<file path="src/rtl/twos_accumulator.sv">
// twos_accumulator
// Purpose: sums a block of NUM_SAMPLES signed words from the two's-complement
//          converter into a saturating signed accumulator. The block total is
//          presented with a valid/ready handshake, and a sticky flag reports
//          whether saturation occurred.
// Ports:
//   t_clk      in   1       clock, rising edge
//   rst        in   1       synchronous active-high reset
//   start      in   1       begin a block (sampled only in IDLE)
//   in_valid   in   1       in_data valid
//   in_data    in   DATA_W  signed sample
//   in_ready   out  1       sample accepted this cycle (ACCUM)
//   sum_ready  in   1       consumer accepts sum_out
//   sum_valid  out  1       sum_out holds a completed block total
//   sum_out    out  ACC_W   saturated signed block total
//   ovf        out  1       saturation seen in current/presented block
//   busy       out  1       block in progress (state != IDLE)
module twos_accumulator #(
  parameter int unsigned DATA_W      = 12,
  parameter int unsigned ACC_W       = 16,
  parameter int unsigned NUM_SAMPLES = 8
) (
  input  logic              t_clk,
  input  logic              rst,
  input  logic              start,
  input  logic              in_valid,
  input  logic [DATA_W-1:0] in_data,
  output logic              in_ready,
  input  logic              sum_ready,
  output logic              sum_valid,
  output logic [ACC_W-1:0]  sum_out,
  output logic              ovf,
  output logic              busy
);

  localparam int unsigned CNT_W = 8;
  localparam int unsigned EXT_W = ACC_W + 1;

  typedef enum logic [1:0] {
    IDLE  = 2'd0,
    ACCUM = 2'd1,
    DONE  = 2'd2
  } state_t;

  state_t             r_state;
  state_t             w_state_nxt;
  logic [ACC_W-1:0]   r_acc;
  logic [ACC_W-1:0]   w_acc_nxt;
  logic [CNT_W-1:0]   r_cnt;
  logic [CNT_W-1:0]   w_cnt_nxt;
  logic               r_ovf;
  logic               w_ovf_nxt;
  logic               r_in_ready;
  logic               r_sum_valid;
  logic [ACC_W-1:0]   r_sum_out;
  logic               r_busy;
  logic [EXT_W-1:0]   w_sum;
  logic               w_xfer;

  localparam logic [ACC_W-1:0] ACC_MAX = {1'b0, {(ACC_W-1){1'b1}}};
  localparam logic [ACC_W-1:0] ACC_MIN = {1'b1, {(ACC_W-1){1'b0}}};

  // Transfer only while accumulating; in_ready is high exactly in ACCUM.
  assign w_xfer = (r_state == ACCUM) && in_valid;

  // One-bit-wider signed sum; the top two bits disagreeing means out of range.
  assign w_sum = {r_acc[ACC_W-1], r_acc}
               + {{(EXT_W-DATA_W){in_data[DATA_W-1]}}, in_data};

  // Next-state and datapath update
  always_comb begin
    w_state_nxt = r_state;
    w_acc_nxt   = r_acc;
    w_cnt_nxt   = r_cnt;
    w_ovf_nxt   = r_ovf;
    case (r_state)
      IDLE: begin
        if (start) begin
          w_state_nxt = ACCUM;
          w_acc_nxt   = '0;
          w_cnt_nxt   = '0;
          w_ovf_nxt   = 1'b0;
        end
      end
      ACCUM: begin
        if (w_xfer) begin
          if (w_sum[ACC_W] != w_sum[ACC_W-1]) begin
            w_acc_nxt = w_sum[ACC_W] ? ACC_MIN : ACC_MAX;
            w_ovf_nxt = 1'b1;
          end else begin
            w_acc_nxt = w_sum[ACC_W-1:0];
          end
          w_cnt_nxt = r_cnt + CNT_W'(1);
          if (r_cnt == CNT_W'(NUM_SAMPLES - 1)) begin
            w_state_nxt = DONE;
          end
        end
      end
      DONE: begin
        if (sum_ready) begin
          w_state_nxt = IDLE;
        end
      end
      default: begin
        w_state_nxt = IDLE;
      end
    endcase
  end

  // State, datapath and registered outputs derived from the next state
  always_ff @(posedge t_clk) begin
    if (rst) begin
      r_state     <= IDLE;
      r_acc       <= '0;
      r_cnt       <= '0;
      r_ovf       <= 1'b0;
      r_in_ready  <= 1'b0;
      r_sum_valid <= 1'b0;
      r_sum_out   <= '0;
      r_busy      <= 1'b0;
    end else begin
      r_state     <= w_state_nxt;
      r_acc       <= w_acc_nxt;
      r_cnt       <= w_cnt_nxt;
      r_ovf       <= w_ovf_nxt;
      r_in_ready  <= (w_state_nxt == ACCUM);
      r_sum_valid <= (w_state_nxt == DONE);
      r_sum_out   <= (w_state_nxt == DONE) ? w_acc_nxt : '0;
      r_busy      <= (w_state_nxt != IDLE);
    end
  end

  assign in_ready  = r_in_ready;
  assign sum_valid = r_sum_valid;
  assign sum_out   = r_sum_out;
  assign ovf       = r_ovf;
  assign busy      = r_busy;

endmodule

</file>
<file path="config.mk">
export PLATFORM = sky130hd
export DESIGN_NAME = twos_accumulator
export DESIGN_NICKNAME = d
export VERILOG_FILES = /design/src/rtl/twos_accumulator.sv
export SDC_FILE = /design/constraint.sdc
export NUM_CORES = 1
export LEC_CHECK = 0
export ABC_AREA = 0
export BUFFER_PORTS_ARGS = -buffer_cell sky130_fd_sc_hd__buf_2
export CAP_MARGIN = 20
export CELL_PAD_IN_SITES_DETAIL_PLACEMENT = 1
export CELL_PAD_IN_SITES_GLOBAL_PLACEMENT = 1
export CORE_MARGIN = 2
export CORE_UTILIZATION = 43
export DETAILED_ROUTE_END_ITERATION = 10
export GPL_TIMING_DRIVEN = 0
export PLACE_DENSITY_LB_ADDON = 0.25
export SLEW_MARGIN = 20
export SYNTH_ARGS = -nofsm -noshare
export SYNTH_HDL_FRONTEND = slang
export SYNTH_SLANG_ARGS = --single-unit
export TNS_END_PERCENT = 20
</file>
<file path="constraint.sdc">
create_clock -name t_clk -period 3.7 [get_ports t_clk]
set_input_delay 0.555 -clock t_clk [delete_from_list [all_inputs] [get_ports t_clk]]
set_output_delay 0.555 -clock t_clk [all_outputs]
set_load 0.01 [all_outputs]
</file>
==> metrics.txt, run 1 <==
routed length per instance=between 15 and 20 um; R2R depth=9; DIE AREA=0.00680 mm2; Die Y-Extent=about 80 um; Resize count post-CTS=0; CTS Hold Bufs=0; max_slew headroom=63.6%; clk sinks=46; FF-to-FF Start=r_acc[0]; chip width=82.5 um; Worst Hold Path EP=r_state[0]; total congestion overflow=0; Post-synth EDFFs=0; Ports=37; most common cell after layout, fill and taps aside=dfxtp_1; global-route usage over all layers=a little under a quarter; Final Hold Viols=0; Top Family by Delay on Critical Path=compound AO/OA/AOI/OAI gates; global placer's final weighted congestion=about 0.84; CTS Buffer Depth=2; Final Routed Wirelength=~7.5 mm; share of cells above drive strength 1=~17%; Worst R2R End=ovf; most frequent cells in the layout=dfxtp_1, buf_2, a311oi_1, nand2_1, a21oi_1; CP Cell Sequence=buf_2 -> ha_1 -> fa_1 -> a21o_1 -> a221oi_2 -> o21ai_1 -> o41a_4 -> buf_2 -> xor2_1 -> a311oi_1; RSZ-0062 raised after global routing=no; Area growth syn-to-layout=14.4%; total negative setup slack=0 ns; DR pass1 iterations=4; clock network fraction of design power=between 30% and 40%; switching part of the total=30.5%; Async SR Flop Fraction=0%; largest fanout on the critical path=10; Yosys reg bits=46; cell area after synthesis=approximately 0.0026 mm2; CP startpoint=in_data[0]; drt drc=0; CTS H-tree depth=2; Setup violations, final=0; clock latency on the worst-skew pair=0.30 ns; power per standard cell area=around 380 mW/mm2; P_leak=1.22 nW; status=complete, no violations; Fin Clk Skew=between 0.009 and 0.01 ns; Synth Flop Type=dfxtp_1; Period minus WS final=3.12 ns; starting DRC count in detailed routing=123; largest net degree at the start of global routing=14; worst hold-check path type=input port to register; Fmax=between 300 and 400 MHz; crit path kind=input port to register; CP arrival=~3.3 ns; peak supply drop=just under 0.2 mV; Crit path required time=a little under 4 ns; actual slew at the worst max-slew pin=about 0.55 ns; Max stage delay on crit path=~0.46 ns; Final Util=51.1%; net switching power figure=0.354 mW; Vias/cell=around 6.0; Mapped Avg Cell Area=slightly below 9 um2; Fill cells=between 700 and 800; CP dominant cell by count=buf_2; CTS tree=done; logic gate share of total power=about a quarter; Core ar.=~0.0059 mm2; CTS Buf Count=5; placed wire-length estimate=~5.6 mm; Worst-path clk slew=around 0.09 ns; Final Max Tran Viols=0; # diodes=0; max-cap violation count=0; synthesized net count=332; row cnt=28; Via Count=2496; fin crit share=a little over four fifths; Layout Nets=between 300 and 400; initial antenna violation count=0; Worst Path Buf+Inv=2; Netlist cell types=between 50 and 60; DRT antenna net count=0; Startpoint Class=input port; critical path capture point type=register; initial core utilization=between 40% and 50%; postcts setup bufs=0; Int Pwr=between 0.8 and 0.9 mW; synth warn=0; clk root buf=clkbuf_8; synthesized instance count=~300; Slowest cell on crit path=a221oi_2; vias in the first global route=2531; power share of the sequential group=between 40% and 50%; first-pass GRT wire length=12.1 mm; part of the Yosys area used for sequential elements=34.8%; WHS Path Cells=2; register-to-register setup slack=approximately 0.62 ns; I/O Buffers=36; Hold Path Origin=rst
cells by family after synthesis:
family                     share of synthesized area, %
buffers and inverters                              4.40
and+or+nand+nor                                    13.4
muxes                                             0.378
adders and majority gates                          8.79
xor gates and xnor gates                           5.29
DFF                                                34.8
AOI/OAI and AO/OA                                  32.9
cells in the mapped netlist (2+ instances only):
cell,n,area [um2]
nand4_1,3,18.8
a2111oi_2,2,30.0
nor2_1,17,63.8
inv_1,6,22.5
a21oi_1,26,130
o211ai_1,4,30.0
nor2b_1,2,12.5
a21o_1,8,60.1
dfxtp_1,46,921
o21ai_0,12,60.1
nand2_1,26,97.6
a211oi_1,2,15.0
ha_1,17,213
a31oi_1,2,12.5
nand3_1,5,25.0
a311oi_1,31,272
buf_2,6,30.0
and2_1,2,12.5
or4_1,2,15.0
and3_1,3,18.8
o21a_1,2,15.0
xor2_1,7,61.3
a211o_1,4,35.0
o21ai_1,8,40.0
nor4_1,4,25.0
nand2b_1,4,25.0
nor3_1,2,10.0
and4_1,2,17.5
xnor2_1,9,78.8
buf_6,2,22.5
clkbuf_1,11,41.3
flip-flops by register name, indices dropped and copies added (netlist names):
signal	cells
busy	1
in_ready	1
ovf	1
r_acc	16
r_cnt	8
r_state	2
sum_out	16
sum_valid	1
metal layers:
metal / share of wire (%) / GRT usage (%)
met2: 49 / 42.4
met3: 3.5 / 3.04
met1: 46 / 28.0
met4: 1.7 / 8.67
met5: 0 / 0
worst max-delay path by stage:
stage,to,depth (start not counted)
floorplan,ovf,9
global placement,sum_out[13],10
detailed placement,sum_out[13],10
CTS,ovf,10
global route,sum_out[13],10
finish,ovf,10
metrics by stage:
| stage | std cells | hold WS, ns | total power, mW | cell area, um2 | setup slack [ns] |
|---|---|---|---|---|---|
| final | 416 | 0.474 | 1.16 | 3030 | 0.579 |
| after global routing | 416 | 0.496 | 1.21 | 3030 | 0.439 |
| after CTS | 416 | 0.473 | 1.17 | 3030 | 0.567 |
| after detailed placement | 408 | 0.477 | 0.799 | 2920 | 0.265 |
| after global placement | 408 | 0.461 | 0.789 | 2920 | 0.323 |
| after floorplan | 297 | 0.449 | 0.721 | 2650 | 0.813 |
power groups by stage:
stage          clock, mW  sequential (mW)  combinational (mW)
3_5_place_dp           0            0.530               0.269
5_1_grt            0.395            0.521               0.300
3_3_place_gp           0            0.530               0.260
2_1_floorplan          0            0.528               0.193
4_1_cts            0.378            0.519               0.271
6_report           0.370            0.519               0.272
layout make-up:
class	instances	area, um2	share of cell area, %
Clock inverter	1	30.0	0.992
Buffer	19	93.8	3.10
Tap cell	75	93.8	3.10
Multi-Input combinational cell	226	1610	53.2
Inverter	6	22.5	0.744
Sequential cell	46	921	30.4
Clock buffer	7	76.3	2.52
Timing Repair Buffer	36	180	5.95
Note: power is estimated with default switching activity, not from simulation.
==> run 2: changes to the inputs <==
--- a/config.mk
+++ b/config.mk
@@ -5,13 +5,13 @@
 export SDC_FILE = /design/constraint.sdc
 export NUM_CORES = 1
 export LEC_CHECK = 0
-export ABC_AREA = 0
+export ABC_AREA = 1
 export BUFFER_PORTS_ARGS = -buffer_cell sky130_fd_sc_hd__buf_2
 export CAP_MARGIN = 20
 export CELL_PAD_IN_SITES_DETAIL_PLACEMENT = 1
 export CELL_PAD_IN_SITES_GLOBAL_PLACEMENT = 1
 export CORE_MARGIN = 2
-export CORE_UTILIZATION = 43
+export CORE_UTILIZATION = 41
 export DETAILED_ROUTE_END_ITERATION = 10
 export GPL_TIMING_DRIVEN = 0
 export PLACE_DENSITY_LB_ADDON = 0.25
==> constraint.sdc (replaced) <==
create_clock -name t_clk -period 2.9 [get_ports t_clk]
set_input_delay 0.435 -clock t_clk [delete_from_list [all_inputs] [get_ports t_clk]]
set_output_delay 0.435 -clock t_clk [all_outputs]
set_load 0.01 [all_outputs]
==> run 2 against run 1 <==
Net effect: sequential power increased by 29%; setup slack lost 0.13 ns; clock skew is 0.0037 ns lower; design area grew 1.2%; clock-buffer cell count is 1 lower; global-route usage shrank 2.6 points; critical path type is now register to register; critical endpoint is now sum_out[9].
==> metrics.txt, run 2 <==
power per standard cell area=477 mW/mm2 (+24%); clock network fraction of design power=33.3% (+1.4 points); synthesized net count=427 (+29%); worst slack at placement=0.205 ns (-0.0602 ns); chip width=84.9 um (+2.9%); CTS tree=done; # diodes=0 (unchanged); Int Pwr=1.03 mW (+28%); CP arrival=2.66 ns (-0.67 ns); Ports=37 (unchanged); actual slew at the worst max-slew pin=0.676 ns (+0.130 ns); max_slew headroom=54.7% (-8.8 points); FF-to-FF Start=r_acc[0]; total congestion overflow=0 (unchanged); first-pass GRT wire length=12.2 mm (+0.69%); Worst R2R End=sum_out[9]; Period minus WS final=2.45 ns; net switching power figure=0.427 mW (+20%); global placer's final weighted congestion=0.859 (+2.5%); register-to-register setup slack=0.45 ns (-0.17 ns); most frequent cells in the layout=nand2_1, inv_1, dfxtp_1, a21oi_1, buf_2; global-route usage over all layers=20.8% (-2.6 points); DRT antenna net count=0 (unchanged); initial antenna violation count=0 (unchanged); Core ar.=0.00635 mm2 (+7.2%); Startpoint Class=register; Area growth syn-to-layout=14.3% (about the same); Setup violations, final=0 (unchanged); multi-input logic area=0.00151 mm2 (-6.4%); Slowest cell on crit path=fa_1; cell area after synthesis=0.00268 mm2 (+1.2%); part of the Yosys area used for sequential elements=34.4% (-0.42 points); Worst Path Buf+Inv=1 (-1); Reg area=921 um2 (unchanged); metal3 WL=148 um (-44%); CP Cell Sequence=ha_1 -> fa_1 -> nand2_1 -> nand3_1 -> nand3_1 -> nand2_2 -> nand2_2 -> nand2_1 -> nand2_1 -> nand2_2 -> a21oi_4 -> buf_6 -> nand2_1 -> a21oi_1; Fin Clk Skew=0.00591 ns (-0.00370 ns); CTS Hold Bufs=0 (unchanged); RSZ-0062 raised after global routing=no; vias in the first global route=2671 (+5.5%); CP dominant cell by count=nand2_1; Yosys reg bits=46 (unchanged); DIE AREA=0.00720 mm2 (+5.9%); Layout Nets=469 (+25%); Via Count=2541 (+1.8%); WHS Path Cells=1 (-1); worst hold-check path type=register to register; Final Hold Viols=0 (unchanged); I/O Buffers=35 (-2.8%); Top Family by Delay on Critical Path=simple AND/OR/NAND/NOR gates; CTS Buffer Depth=2 (unchanged); DR pass1 iterations=4 (unchanged); Final Max Tran Viols=0 (unchanged); status=complete, no violations; Yosys top cell area share=34.4% (-0.42 points); largest fanout on the critical path=10 (unchanged); wire length on met1=3.27 mm (-4.6%); Worst-path clk slew=0.08 ns (about the same); dominant cell type by area after synthesis=dfxtp_1; Synth Flop Type=dfxtp_1; synth warn=0 (unchanged); Mapped Avg Cell Area=6.84 um2 (-23%); Vias/cell=4.97 (-17%); Async SR Flop Fraction=0% (unchanged); Final Routed Wirelength=6.99 mm (-6.5%); Worst Hold Path EP=r_cnt[7]; P_leak=1.65 nW (+35%); row cnt=29 (+3.6%); Post-synth EDFFs=0 (unchanged); CTS Buf Count=5 (unchanged); share of cells above drive strength 1=17.7% (+0.73 points); max-cap violation count=0 (unchanged); top post-synthesis cells by area=dfxtp_1, nand2_1, ha_1, inv_1, a21oi_1; power share of the sequential group=45.8% (+1.1 points); total negative setup slack=0 ns (unchanged); Hold Path Origin=r_cnt[7]; Fmax=a little over 400 MHz; final worst setup slack=0.448 ns (-0.131 ns); switching part of the total=29.2% (-1.3 points); drt drc=0 (unchanged); critical path capture point type=register; clk sinks=46 (unchanged); peak supply drop=0.334 mV (+72%); most common cell after layout, fill and taps aside=nand2_1; routed length per instance=13.7 um (-24%); clock latency on the worst-skew pair=0.30 ns (about the same); CTS H-tree depth=2 (unchanged); count leader, synth=nand2_1; postcts setup bufs=0 (unchanged); clk root buf=clkbuf_8; initial core utilization=42.2% (-2.5 points); synthesized instance count=392 (+32%); largest net degree at the start of global routing=14 (unchanged); Resize count post-CTS=0 (unchanged); R2R depth=14 (+5); Die Y-Extent=84.9 um (+2.9%); crit path kind=register to register; logic gate share of total power=20.9% (-2.5 points); Crit path required time=3.11 ns (-0.80 ns); placed wire-length estimate=5.62 mm (-0.12%); fin crit share=between 80% and 90%; Netlist cell types=32 (-37%); Fill cells=873 (+20%); Synth top cells by count=nand2_1, inv_1, dfxtp_1; top sig layer=met4; starting DRC count in detailed routing=104 (-15%); Max stage delay on crit path=0.40 ns (-0.06 ns); metal2 WL=3.52 mm (-3.8%)
## run 2: cell types whose count changed in the layout (fill, tap and decap cells not counted), moves of 9 or more
cell	change
a21oi_1	+9
a311oi_1	-31
clkbuf_1	-11
inv_1	+45
nand2_1	+100
nand2_2	+11
nand3_1	+14
nor2_1	+9
## run 2: worst max-delay path by stage
stage                 end  cells after the start  slack, ns       start
2_1_floorplan  sum_out[0]                     16       0.73  in_data[0]
3_3_place_gp   sum_out[9]                     15       0.28  in_data[0]
3_5_place_dp   sum_out[9]                     15       0.20  in_data[0]
4_1_cts        sum_out[9]                     14       0.41    r_acc[0]
5_1_grt        sum_out[9]                     14       0.21    r_acc[0]
6_report       sum_out[9]                     14       0.45    r_acc[0]
## run 2: worst reg2reg max path: stages, from the launching register on
cell,delay (ns)
dfxtp_1,0.34
ha_1,0.21
fa_1,0.40
nand2_1,0.12
nand3_1,0.09
nand3_1,0.10
nand2_2,0.10
nand2_2,0.09
nand2_1,0.07
nand2_1,0.08
nand2_2,0.07
a21oi_4,0.21
buf_6,0.19
nand2_1,0.09
a21oi_1,0.21
## run 2: power by group through the flow
stage / clock, mW / sequential [mW] / combinational, mW
after floorplan: 0 / 0.680 / 0.225
after global placement: 0 / 0.682 / 0.297
after detailed placement: 0 / 0.683 / 0.305
after CTS: 0.493 / 0.669 / 0.308
after global routing: 0.512 / 0.671 / 0.351
final: 0.486 / 0.668 / 0.306
## run 2: through the flow
step / hold slack [ns] / util, % / total power [mW] / area [um2] / cells
floorplan: 0.441 / - / 0.905 / 2680 / 392
global placement: 0.450 / 46.5 / 0.979 / 2950 / 504
detailed placement: 0.463 / 46.5 / 0.989 / 2950 / 504
CTS: 0.482 / 48.3 / 1.47 / 3060 / 511
global route: 0.510 / 48.3 / 1.53 / 3060 / 511
finish: 0.476 / 48.3 / 1.46 / 3060 / 511
## run 2: logic make-up after synthesis
| logic type | share of synthesized area [%] |
|---|---|
| AO/OA/AOI/OAI | 11.3 |
| AND/OR/NAND/NOR | 33.0 |
| XOR/XNOR | 3.27 |
| adder cells (fa/ha/maj) | 8.68 |
| flip-flops | 34.4 |
| buffers and inverters | 9.38 |
## run 2: metal layers
| layer | GRT usage (%) | up-vias |
|---|---|---|
| li1 | - | 1323 |
| met1 | 26.0 | 1185 |
| met2 | 38.4 | 25 |
| met3 | 3.02 | 8 |
| met4 | 3.46 | 0 |
| met5 | 0 | - |
## run 2: layout make-up
type / count / share of cell area (%)
sequential: 46 / 30.1
timing repair buffer: 35 / 5.72
inverter: 59 / 7.23
clock inverter: 1 / 0.980
buffer: 4 / 0.980
tap: 77 / 3.14
multi-input combinational: 283 / 49.2
clock buffer: 6 / 2.69
